## src/rtl/build_info_pkg.sv

```systemverilog
// Shared types for the build-info LED readout: word select, controller state,
// and the nibble count that each kind of build-info word has.
package build_info_pkg;

    typedef enum logic [1:0] {
        SEL_GH_SCRIPTS = 2'd0,
        SEL_GH_TOP     = 2'd1,
        SEL_TS_SCRIPTS = 2'd2,
        SEL_TS_TOP     = 2'd3
    } sel_e;

    typedef enum logic [2:0] {
        ST_INIT   = 3'd0,
        ST_IDLE   = 3'd1,
        ST_LOAD   = 3'd2,
        ST_SHOW   = 3'd3,
        ST_GAP    = 3'd4,
        ST_FINISH = 3'd5
    } state_e;

    localparam logic [4:0] NIB_CNT_64 = 5'd16;
    localparam logic [4:0] NIB_CNT_32 = 5'd8;

    // Git hashes are 64-bit words, timestamps are 32-bit words.
    function automatic logic [4:0] nib_count(input sel_e sel);
        return (sel == SEL_GH_SCRIPTS || sel == SEL_GH_TOP) ? NIB_CNT_64 : NIB_CNT_32;
    endfunction

endpackage

```

## src/rtl/dwell_timer.sv

```systemverilog
// Down-counter shared by the nibble dwell and the inter-nibble gap; it fires
// expire for the single cycle in which an armed count has reached zero.
module dwell_timer #(
    parameter int W = 8
) (
    input  logic         clk,
    input  logic         rst,
    input  logic         load,
    input  logic [W-1:0] load_val,
    output logic         expire
);

    logic [W-1:0] cnt;
    logic         armed;

    // Disarming at zero keeps the count from wrapping and the expire single-cycle.
    always_ff @(posedge clk or posedge rst) begin
        if (rst) begin
            cnt   <= '0;
            armed <= 1'b0;
        end else if (load) begin
            cnt   <= load_val;
            armed <= 1'b1;
        end else if (armed) begin
            if (cnt == '0) armed <= 1'b0;
            else           cnt   <= cnt - 1'b1;
        end
    end

    assign expire = armed && (cnt == '0);

endmodule

```

## src/rtl/build_info_led_seq.sv

```systemverilog
// Blinks one build-info word out through the LED counter, one divider per
// nibble (MSB first), separated by idle-rate gaps.
module build_info_led_seq
    import build_info_pkg::*;
#(
    parameter int DIV_W     = 5,
    parameter int DWELL_CYC = 100_000_000,
    parameter int GAP_CYC   = 50_000_000,
    parameter int DIV_BASE  = 4,
    parameter int IDLE_DIV  = 24
) (
    input  logic             clk100,
    input  logic             rst,
    input  logic             start_i,
    input  logic             abort_i,
    input  logic [1:0]       sel_i,
    input  logic [63:0]      git_hash_scripts_i,
    input  logic [63:0]      git_hash_top_i,
    input  logic [31:0]      timestamp_scripts_i,
    input  logic [31:0]      timestamp_top_i,
    output logic [DIV_W-1:0] div_o,
    output logic             wren_o,
    output logic             busy_o,
    output logic             done_o,
    output logic [3:0]       nib_idx_o
);

    localparam int MAX_CYC = (DWELL_CYC > GAP_CYC) ? DWELL_CYC : GAP_CYC;
    localparam int TMR_W   = $clog2(MAX_CYC);
    // The gap load is two short because the LOAD cycle adds one before the write.
    localparam logic [TMR_W-1:0] SHOW_LOAD = TMR_W'(DWELL_CYC - 1);
    localparam logic [TMR_W-1:0] GAP_LOAD  = TMR_W'(GAP_CYC - 2);
    localparam logic [DIV_W-1:0] IDLE_VAL  = DIV_W'(IDLE_DIV);
    localparam logic [DIV_W-1:0] BASE_VAL  = DIV_W'(DIV_BASE);

    state_e             state, state_n;
    logic [63:0]        shreg;
    logic [63:0]        sel_word;
    logic [4:0]         nib_cnt;
    logic               abort_pend;
    logic               tmr_load, tmr_expire;
    logic [TMR_W-1:0]   tmr_val;
    logic [DIV_W-1:0]   div_n;
    logic               wren_n, done_n, busy_n, pend_n;
    logic               latch, shift;
    logic               last_nib, abort_req, abort_now;

    assign last_nib  = ({1'b0, nib_idx_o} == (nib_cnt - 5'd1));
    assign abort_req = abort_i | abort_pend;
    // An abort seen while a write is on the bus is held one cycle so strobes never abut.
    assign abort_now = abort_req & ~wren_o;

    always_comb begin
        case (sel_e'(sel_i))
            SEL_GH_SCRIPTS: sel_word = git_hash_scripts_i;
            SEL_GH_TOP:     sel_word = git_hash_top_i;
            SEL_TS_SCRIPTS: sel_word = {timestamp_scripts_i, 32'h0};
            default:        sel_word = {timestamp_top_i, 32'h0};
        endcase
    end

    dwell_timer #(.W(TMR_W)) u_timer (
        .clk      (clk100),
        .rst      (rst),
        .load     (tmr_load),
        .load_val (tmr_val),
        .expire   (tmr_expire)
    );

    always_ff @(posedge clk100 or posedge rst) begin
        if (rst) state <= ST_INIT;
        else     state <= state_n;
    end

    always_comb begin
        state_n = state;
        case (state)
            ST_INIT:   state_n = ST_IDLE;
            ST_IDLE:   if (start_i && !abort_i) state_n = ST_LOAD;
            ST_LOAD:   state_n = abort_now ? ST_FINISH : ST_SHOW;
            ST_SHOW: begin
                if (abort_now)       state_n = ST_FINISH;
                else if (tmr_expire) state_n = last_nib ? ST_FINISH : ST_GAP;
            end
            ST_GAP: begin
                if (abort_now)       state_n = ST_FINISH;
                else if (tmr_expire) state_n = ST_LOAD;
            end
            ST_FINISH: state_n = ST_IDLE;
            default:   state_n = ST_INIT;
        endcase
    end

    // Next values of the registered outputs; every write is decided one edge early.
    always_comb begin
        div_n    = div_o;
        wren_n   = 1'b0;
        done_n   = 1'b0;
        tmr_load = 1'b0;
        tmr_val  = '0;
        latch    = 1'b0;
        shift    = 1'b0;
        case (state)
            ST_INIT: begin
                wren_n = 1'b1;
                div_n  = IDLE_VAL;
            end
            ST_IDLE: latch = start_i && !abort_i;
            ST_LOAD: begin
                wren_n = 1'b1;
                if (abort_now) begin
                    div_n  = IDLE_VAL;
                    done_n = 1'b1;
                end else begin
                    div_n    = BASE_VAL + DIV_W'(shreg[63:60]);
                    tmr_load = 1'b1;
                    tmr_val  = SHOW_LOAD;
                end
            end
            ST_SHOW: begin
                if (abort_now || (tmr_expire && last_nib)) begin
                    wren_n = 1'b1;
                    div_n  = IDLE_VAL;
                    done_n = 1'b1;
                end else if (tmr_expire) begin
                    wren_n   = 1'b1;
                    div_n    = IDLE_VAL;
                    tmr_load = 1'b1;
                    tmr_val  = GAP_LOAD;
                end
            end
            ST_GAP: begin
                if (abort_now) begin
                    wren_n = 1'b1;
                    div_n  = IDLE_VAL;
                    done_n = 1'b1;
                end else if (tmr_expire) begin
                    shift = 1'b1;
                end
            end
            default: ;
        endcase
    end

    assign busy_n = state_n inside {ST_LOAD, ST_SHOW, ST_GAP, ST_FINISH};
    assign pend_n = (state inside {ST_LOAD, ST_SHOW, ST_GAP}) && abort_req && wren_o;

    always_ff @(posedge clk100 or posedge rst) begin
        if (rst) begin
            div_o      <= IDLE_VAL;
            wren_o     <= 1'b0;
            busy_o     <= 1'b0;
            done_o     <= 1'b0;
            nib_idx_o  <= 4'd0;
            shreg      <= '0;
            nib_cnt    <= NIB_CNT_64;
            abort_pend <= 1'b0;
        end else begin
            div_o      <= div_n;
            wren_o     <= wren_n;
            busy_o     <= busy_n;
            done_o     <= done_n;
            abort_pend <= pend_n;
            if (latch) begin
                shreg     <= sel_word;
                nib_cnt   <= nib_count(sel_e'(sel_i));
                nib_idx_o <= 4'd0;
            end else if (shift) begin
                shreg     <= {shreg[59:0], 4'h0};
                nib_idx_o <= nib_idx_o + 4'd1;
            end
        end
    end

endmodule
```

## config.mk

```make
export PLATFORM = sky130hd
export DESIGN_NAME = build_info_led_seq
export DESIGN_NICKNAME = d
export VERILOG_FILES = /design/src/rtl/build_info_pkg.sv /design/src/rtl/dwell_timer.sv /design/src/rtl/build_info_led_seq.sv
export SDC_FILE = /design/constraint.sdc
export NUM_CORES = 1
export LEC_CHECK = 0
export CAP_MARGIN = 20
export CORE_MARGIN = 10
export CORE_UTILIZATION = 35
export CTS_CLUSTER_SIZE = 8
export DETAILED_ROUTE_END_ITERATION = 7
export GPL_TIMING_DRIVEN = 0
export MAX_ROUTING_LAYER = met4
export SLEW_MARGIN = 20
export SYNTH_ARGS = -nofsm -noshare
export SYNTH_HDL_FRONTEND = slang
export SYNTH_HIERARCHICAL = 1
export SYNTH_SLANG_ARGS = --single-unit
```

## constraint.sdc

```tcl
create_clock -name clk100 -period 7.15 [get_ports clk100]
set_input_delay 1.43 -clock clk100 [delete_from_list [all_inputs] [get_ports clk100]]
set_output_delay 1.43 -clock clk100 [all_outputs]
set_load 0.02 [all_outputs]
```

# Word-level counts from Yosys, hierarchy flattened
# Cells that the tools add are included.
# word_totals
register_bits,113
out_inout_bits,12
input_bits,198
wordCells,95
# classes
bitwise,3
n_addsub,4
n_eq_ne,15
reduce_logical,21
muxes,41
# op_table
operator,n
$pmux W64 S3,1
$mux W64,2
$mux W27,4
$pmux W27 S2,1
$mux W26,2
$logic_not A27 Y1,1
$sub A27 B1 Y27 const B,1
$mux W5,5
$pmux W5 S4,1
$mux W3,6
$pmux W3 S5,1
$mux W1,13
$eq A3 B2 Y1 const B,4
$eq A3 B3 Y1 const B,4
$mux W4,2
$reduce_bool A4 Y1,2
$reduce_or A2 Y1,3
$add A3 B4 Y5 const A,1
$eq A4 B5 Y1,1
$logic_and A1 B1 Y1,5
$sub A5 B1 Y5 const B,1
$add A4 B1 Y4 const B,1
$ne A2 B2 Y1 const B,2
$pmux W1 S2,2
other kinds (16),18

# Longest topological paths before layout
# Gate-level depths: netlist (run 1).
# depth
depth_word,8
ltp_mapped,14
depth_no_buf,11

# Modules after synthesis
# Netlist (run 1), hierarchy kept.
# modules_own_cells
module,area_per_inst_um2,cells_each,seq_area_each_um2,instances
build_info_led_seq,4974.8,440,2055.7,1
dwell_timer,1773.0,196,700.7,1

# Worst setup path after synthesis (run 1)
# OpenSTA, ideal clock, no wires.
# synth_path
path_type,register to register
startpoint,reg u_timer.cnt[15]
endpoint,reg u_timer.cnt[15]
setup_time_ns,0.072
required_ns,7.078
path_stages_with_launch,13
slack_ns,3.107
synth_period_minus_slack_ns,4.043
path_buffers,4
arrival_ns,3.971
cell_sequence,dfrtp_1 > or4_4 > nor4_2 > nand3b_1 > nor2_1 > clkbuf_1 > nand2_1 > a211oi_1 > clkbuf_1 > clkbuf_1 > clkbuf_1 > a22oi_1 > nand3_1
# synth_via
elab_chain_cells,8
elab_cells_between_ends,17
classes_between,1 x add/sub; 1 x eq/ne; 9 x mux; 6 x reduce/logical
# synth_rtl
item,line,text
start: declaration,dwell_timer.sv:13,logic [W-1:0] cnt;
start signal: assignment,dwell_timer.sv:22,cnt <= load_val;
start signal: assignment,dwell_timer.sv:26,else cnt <= cnt - 1'b1;
$logic_not A27 Y1 (*),dwell_timer.sv:30,assign expire = armed && (cnt == '0);
$logic_and A1 B1 Y1 (*),dwell_timer.sv:30,
net tmr_expire,build_info_led_seq.sv:41,"logic tmr_load, tmr_expire;"
$logic_and A1 B1 Y1,build_info_led_seq.sv:121,if (abort_now || (tmr_expire && last_nib)) begin
$logic_or A1 B1 Y1,build_info_led_seq.sv:121,
$mux W1 (*),build_info_led_seq.sv:121,
$pmux W1 S2 (*),build_info_led_seq.sv:103,case (state)
net tmr_load,build_info_led_seq.sv:41,
$ne A2 B2 Y1 (no line) / $reduce_bool A2 Y1 (equally long branches),-,
$reduce_and A2 Y1 (no line),-,
# Mark *: on every way through the listed nets, which the timed path passes. The rest lies on a longest branch. The select of a mux whose other input is x is not followed.
# A chain may end at the register's enable or synchronous reset.

# Final worst setup path (run 1)
# Ends and elaborated chain as after synthesis.

==> results of run 1 <==
[cell type report]
cell class	instances	area [µm²]
timing repair buffer	209	2110
fill	1718	9340
clock buffer	10	239
sequential	110	2760
multi-input combinational	472	3730
inverter	9	36.3
antenna	1	2.50
buffer	48	248
clock inverter	6	50.0
tap	260	325
[power by group]
group          leakage (nW)  switching (mW)  total (mW)  internal, mW
clock                 0.141           0.244       0.496         0.251
sequential             1.38           0.201        1.09         0.890
combinational          2.61           0.404       0.820         0.416
total                  4.13           0.850        2.41          1.56
[cells in the mapped netlist (3+ instances only)]
cell	n	share of area (%)
buf_4	3	0.33
dfrtp_1	107	40
o211ai_1	8	0.89
clkbuf_1	23	1.3
buf_2	15	1.1
mux4_2	32	11
a31oi_1	7	0.65
nand2_1	62	3.4
or3_1	35	3.2
o21a_1	3	0.33
xor2_1	8	1.0
o21ai_1	12	0.89
inv_1	8	0.45
o21ai_0	68	5.0
nor2b_1	6	0.56
nand3_1	15	1.1
mux2i_1	95	14
a2111oi_2	3	0.67
nand4_1	4	0.37
buf_6	5	0.83
nor3_1	7	0.52
a21oi_1	4	0.30
nor2_1	25	1.4
or4_1	12	1.3
ha_1	3	0.56
and3_1	4	0.37
dfstp_2	3	1.2
xnor2_1	4	0.52
o31ai_1	9	1.0
or2_2	3	0.28
[tightest hold or removal path, cell delays in order, from the launching register on]
cell and delay, ps:
dfrtp_1 360, nand2_1 50, nand2_1 60
[flip-flops by register name, summed over array words and instances, names as in the netlist]
signal,flops
abort_pend,1
nib_idx_o,4
u_timer/armed,1
nib_cnt,2
div_o,5
done_o,1
shreg,64
state,3
wren_o,1
u_timer/cnt,27
busy_o,1
[path summary, 6_finish.rpt]
check / start / slack (ps) / endpoint
worst max-delay path: u_timer/cnt[15] / 2500 / u_timer/cnt[15]
worst min-delay path: nib_cnt[3] / 500 / nib_cnt[3]
worst max register to register: u_timer/cnt[15] / 2500 / u_timer/cnt[15]
worst min register to register: nib_cnt[3] / 500 / nib_cnt[3]
max in group asynchronous: rst / 5060 / nib_cnt[4]
min in group asynchronous: rst / 1430 / div_o[1]
[kinds of logic after synthesis]
kind of cell	count (synthesis)	synth area share, %
muxes	128	24.9
xor gates and xnor gates	12	1.56
other	1	0.0556
and+or+nand+nor	192	15.5
DFF	110	40.8
AOI/OAI and AO/OA	133	12.4
adders and majority gates	3	0.556
buffers and inverters	57	4.17
[stage by stage]
stage | setup slack (ps) | total power, mW | hold WS [ps] | util [%]
after global routing | 2050 | 2.59 | 524 | 50.4
final | 2500 | 2.41 | 502 | 50.4
after floorplan | 3110 | 1.57 | 450 | -
after detailed placement | 2520 | 1.93 | 483 | 48.9
after CTS | 2480 | 2.43 | 499 | 50.4
after global placement | 1430 | 1.88 | 471 | 48.6
[layer usage]
layer	vias to the layer above	GRT usage [%]	share of wire, %
met2	193	29.8	51
met3	11	4.75	5.1
met4	0	2.82	0.81
li1	2822	-	-
met5	-	-	0
met1	2935	20.9	43
==> results.sh, run 1 <==
export IMPL_path_clk_slew_ps=80
export IMPL_grt_remaining_overflow=0
export IMPL_yosysUniqueCellTypes=63
export IMPL_drv_cap=0
export IMPL_grt_max_degree=59
export IMPL_cp_depth=12
export IMPL_finalInstanceArea_um2=9490
export IMPL_clk_insertion_delay_late_ps=360
export IMPL_start_util_pct=35.8
export IMPL_synth_ff_type="dfrtp_1"
export IMPL_dpl_instance_area_um2=9200
export IMPL_status="finished clean"
export IMPL_worstRegToRegCells=12
export IMPL_slew_headroom_pct=50.1
export IMPL_power_leakage_nw=4.13
export IMPL_skew_ps=8.08
export IMPL_async_flop_share_pct=100
export IMPL_period_needed_ps=4650
export IMPL_drive_gt1_share_pct=11.8
export IMPL_ys_ff_latch=110
export IMPL_drc=0
export IMPL_setup_violations=0
export IMPL_vdd_drop_max_mv=0.131
export IMPL_crit_path_frequent_cell="clkbuf_1"
export IMPL_cts_made_buffers=9
export IMPL_worstPathArrival_ps=4940
export IMPL_syn_mean_instance_area_um2=10.6
export IMPL_cts_tree="done"
export IMPL_dieHeight_um=159
export IMPL_via_per_inst=5.30
export IMPL_endpoint_kind="register"
export IMPL_fmax_mhz=215
export IMPL_cpMaxStageDelayCell="or4_4"
export IMPL_synth_yosys_seq_area_share_pct=40.8
export IMPL_rows=50
export IMPL_post_cts_setup_buffers=0
export IMPL_wire_per_inst_um=19.7
export IMPL_setup_tns_ps=0
export IMPL_post_route_period_util_pct=65.0
export IMPL_drt_iter0_markers=298
export IMPL_worstHoldPathType="register to register"
export IMPL_crit_path_max_fanout=10
export IMPL_synth_edff_count=0
export IMPL_ant_nets=0
export IMPL_die_width_um=159
export IMPL_cts_resized=0
export IMPL_areaGrowthSynthToFinish_pct=40.7
export IMPL_rsz0062_at_grt="false"
export IMPL_cts_sinks=110
export IMPL_required_ps=7440
export IMPL_dp_cells=1108
export IMPL_syn_area_um2=6750
export IMPL_htreeDepth=3
export IMPL_final_common_cell="clkdlybuf4s50_1"
export IMPL_drt_pass1_iter_count=5
export IMPL_gp_congestion=0.878
export IMPL_p_per_area_nw_per_um2=254
export IMPL_io_pins=210
export IMPL_crit_chain="or4_4, nor4_2, nand3b_1, nor2_1, clkbuf_1, nand2_1, a211oi_2, clkbuf_1, clkbuf_1, clkbuf_1, a22oi_1, nand3_1"
export IMPL_instances_no_fill=1125
export IMPL_start_kind="register"
export IMPL_whs_path_depth=2
export IMPL_crit_buf_inv=4
export IMPL_final_hold_viol_count=0
export IMPL_dp_hpwl_mm=18.1
export IMPL_core_area_um2=18800
export IMPL_critPathTopFamily="simple AND/OR/NAND/NOR gates"
export IMPL_die_area_um2=25200
export IMPL_antenna_found_initial=1
export IMPL_drt_wl_total_mm=22.1
export IMPL_vias=5961
export IMPL_netlist_instances=636
export IMPL_grt_usage_pct=17.6
export IMPL_grt_pass1_wl_mm=35.3
export IMPL_ctsLongestPathBuffers=2
export IMPL_nets=1060
export IMPL_ys_warn_count=6
export IMPL_ctsHoldBuffers=0
export IMPL_final_cell_mix="clkdlybuf4s50_1 (207), dfrtp_1 (107), mux2i_1 (95)"
export IMPL_tightest_slew_ps=749
export IMPL_slew_viol_final=0
export IMPL_root_buffer="clkbuf_16"
export IMPL_worstSetupPathType="register to register"
export IMPL_cp_slowest_stage_delay_ps=600
export IMPL_grt_pass1_vias=6634
export IMPL_portBuffers=207
Note: power is estimated with default switching activity, not from simulation.
==> run 2, diff against run 1 <==
Settings changed: PLACE_DENSITY from default to 0.65.
Clock period 7.15 ns to 3.8 ns, I/O delays scaled along.
==> results.sh, run 2 (synthesis results as in run 1) <==
export IMPL_status="finished clean"
export IMPL_nFillCells=1749
export IMPL_ant_nets=0
export IMPL_finalInstanceArea_um2=9520
export IMPL_drt_pass1_iter_count=5
export IMPL_crit_buf_inv=4
export IMPL_worstPathArrival_ps=3860
export IMPL_htreeDepth=3
export IMPL_p_per_area_nw_per_um2=475
export IMPL_drive_gt1_share_pct=12.6
export IMPL_skew_ps=10.7
export IMPL_start_kind="register"
export IMPL_hold_ws_ps=497
export IMPL_vias=5873
export IMPL_power_mw=4.52
export IMPL_drc=0
export IMPL_endpoint_kind="register"
export IMPL_slew_headroom_pct=46.8
export IMPL_cts_tree="done"
export IMPL_rsz0062_at_grt="false"
export IMPL_dp_hpwl_mm=17.7
export IMPL_root_buffer="clkbuf_16"
export IMPL_portBuffers=207
export IMPL_areaGrowthSynthToFinish_pct=41.0
export IMPL_setup_violations=0
export IMPL_grt_remaining_overflow=0
export IMPL_slew_viol_final=0
export IMPL_wire_per_inst_um=19.5
export IMPL_die_area_um2=25200
export IMPL_start_util_pct=35.8
export IMPL_grt_pass1_wl_mm=34.6
export IMPL_io_pins=210
export IMPL_final_util_pct=50.5
export IMPL_core_area_um2=18800
export IMPL_power_share_clock_pct=20.3
export IMPL_period_needed_ps=3610
export IMPL_gp_congestion=0.809
export IMPL_switching_power_mw=1.59
export IMPL_reg_top3="shreg: 64 flops, u_timer/cnt: 27 flops, div_o: 5 flops"
export IMPL_whs_path_depth=2
export IMPL_cts_made_buffers=9
export IMPL_hold_end="nib_cnt[3]"
export IMPL_drt_iter0_markers=333
export IMPL_antenna_found_initial=1
export IMPL_worstHoldPathType="register to register"
export IMPL_swShare_pct=35.2
export IMPL_ctsHoldBuffers=0
export IMPL_final_common_cell="clkdlybuf4s50_1"
export IMPL_grt_pass1_vias=6321
export IMPL_drt_wl_total_mm=21.9
export IMPL_power_leakage_nw=4.15
export IMPL_vdd_drop_max_mv=0.217
export IMPL_clk_insertion_delay_late_ps=360
export IMPL_ctsLongestPathBuffers=2
export IMPL_nets=1060
export IMPL_tightest_slew_ps=799
export IMPL_p_int_mw=2.93
export IMPL_dpl_instance_area_um2=9190
export IMPL_cp_slowest_stage_delay_ps=600
export IMPL_grt_max_degree=52
export IMPL_dieHeight_um=159
export IMPL_cpMaxStageDelayCell="or4_4"
export IMPL_die_width_um=159
export IMPL_seqPwrFrac_pct=45.7
export IMPL_critPathTopFamily="simple AND/OR/NAND/NOR gates"
export IMPL_largest_register_ffs=64
export IMPL_instances_no_fill=1125
export IMPL_post_place_ws_ps=-1180
export IMPL_final_hold_viol_count=0
export IMPL_r2r_end="u_timer/cnt[1]"
export IMPL_worstSetupPathType="register to register"
export IMPL_dp_cells=1107
export IMPL_top_register="shreg"
export IMPL_required_ps=4040
export IMPL_r2r_start="u_timer/cnt[15]"
export IMPL_path_clk_slew_ps=70
export IMPL_cts_sinks=110
export IMPL_worstRegToRegCells=12
export IMPL_crit_path_max_fanout=10
export IMPL_setup_tns_ps=0
export IMPL_worstHoldStart="nib_cnt[3]"
export IMPL_crit_path_frequent_cell="clkbuf_2"
export IMPL_fin_ws_ps=186
export IMPL_fmax_mhz=277
export IMPL_rows=50
export IMPL_drv_cap=0
export IMPL_rrSetupSlack_ps=190
export IMPL_multi_input_area_um2=3750
export IMPL_pwr_share_comb_pct=34.0
export IMPL_grt_usage_pct=17.4
export IMPL_seqCellArea_um2=2760
export IMPL_post_route_period_util_pct=95.1
export IMPL_via_per_inst=5.22
export IMPL_crit_chain="or4_4, nor4_4, nand3b_1, nor2_1, clkbuf_2, nand2_1, a211oi_4, clkbuf_2, clkbuf_2, clkbuf_2, nand2_1, o311ai_0"
export IMPL_final_cell_mix="clkdlybuf4s50_1 (207), dfrtp_1 (107), mux2i_1 (95)"
## run 2: worst reg2reg max path, delay by kind of cell (launching register included)
family / cells / cell delay [ps]
and+or+nand+nor: 6 / 1560
AOI/OAI and AO/OA: 2 / 410
buffers and inverters: 4 / 1120
DFF: 1 / 420
## run 2: worst max path at each step
stage / end / cells past startpoint / from
after floorplan: u_timer/cnt[15] / 12 / u_timer/cnt[15]
after global placement: u_timer/cnt[15] / 12 / u_timer/cnt[15]
after detailed placement: u_timer/cnt[1] / 12 / u_timer/cnt[15]
after CTS: u_timer/cnt[1] / 12 / u_timer/cnt[20]
after global routing: u_timer/cnt[17] / 12 / u_timer/cnt[15]
final: u_timer/cnt[1] / 12 / u_timer/cnt[15]
## run 2: area by class of cell
type,instances,share of cell area [%]
diodes,1,0.0263
plain buffers,48,2.68
clock buffers,11,2.55
clock inverters,5,0.421
inverters,9,0.381
multi-input cells,472,39.4
flip-flops and latches,110,29.0
well taps,260,3.42
repair buffers,209,22.1
## run 2: repair_timing
action,in CTS,in global routing
hold endpoints to repair,0,0
pin swaps,1,0
resized for setup,8,3
buffers inserted,1,0
setup endpoints to repair,28,25
## run 2: metal layers
layer	global-route usage [%]	vias to the layer above	wire, µm
li1	-	2831	-
met1	20.5	2840	9350
met2	28.8	182	11000
met3	4.67	20	1110
met4	4.38	0	443
met5	-	-	0
## run 2: power groups by stage
stage                     clock [mW]  sequential, mW  combinational [mW]
after CTS                      0.941            2.05                1.55
final                          0.918            2.06                1.54
after floorplan                    0            1.98               0.979
after global placement             0            2.06                1.49
after detailed placement           0            2.06                1.54
after global routing           0.992            2.13                1.73
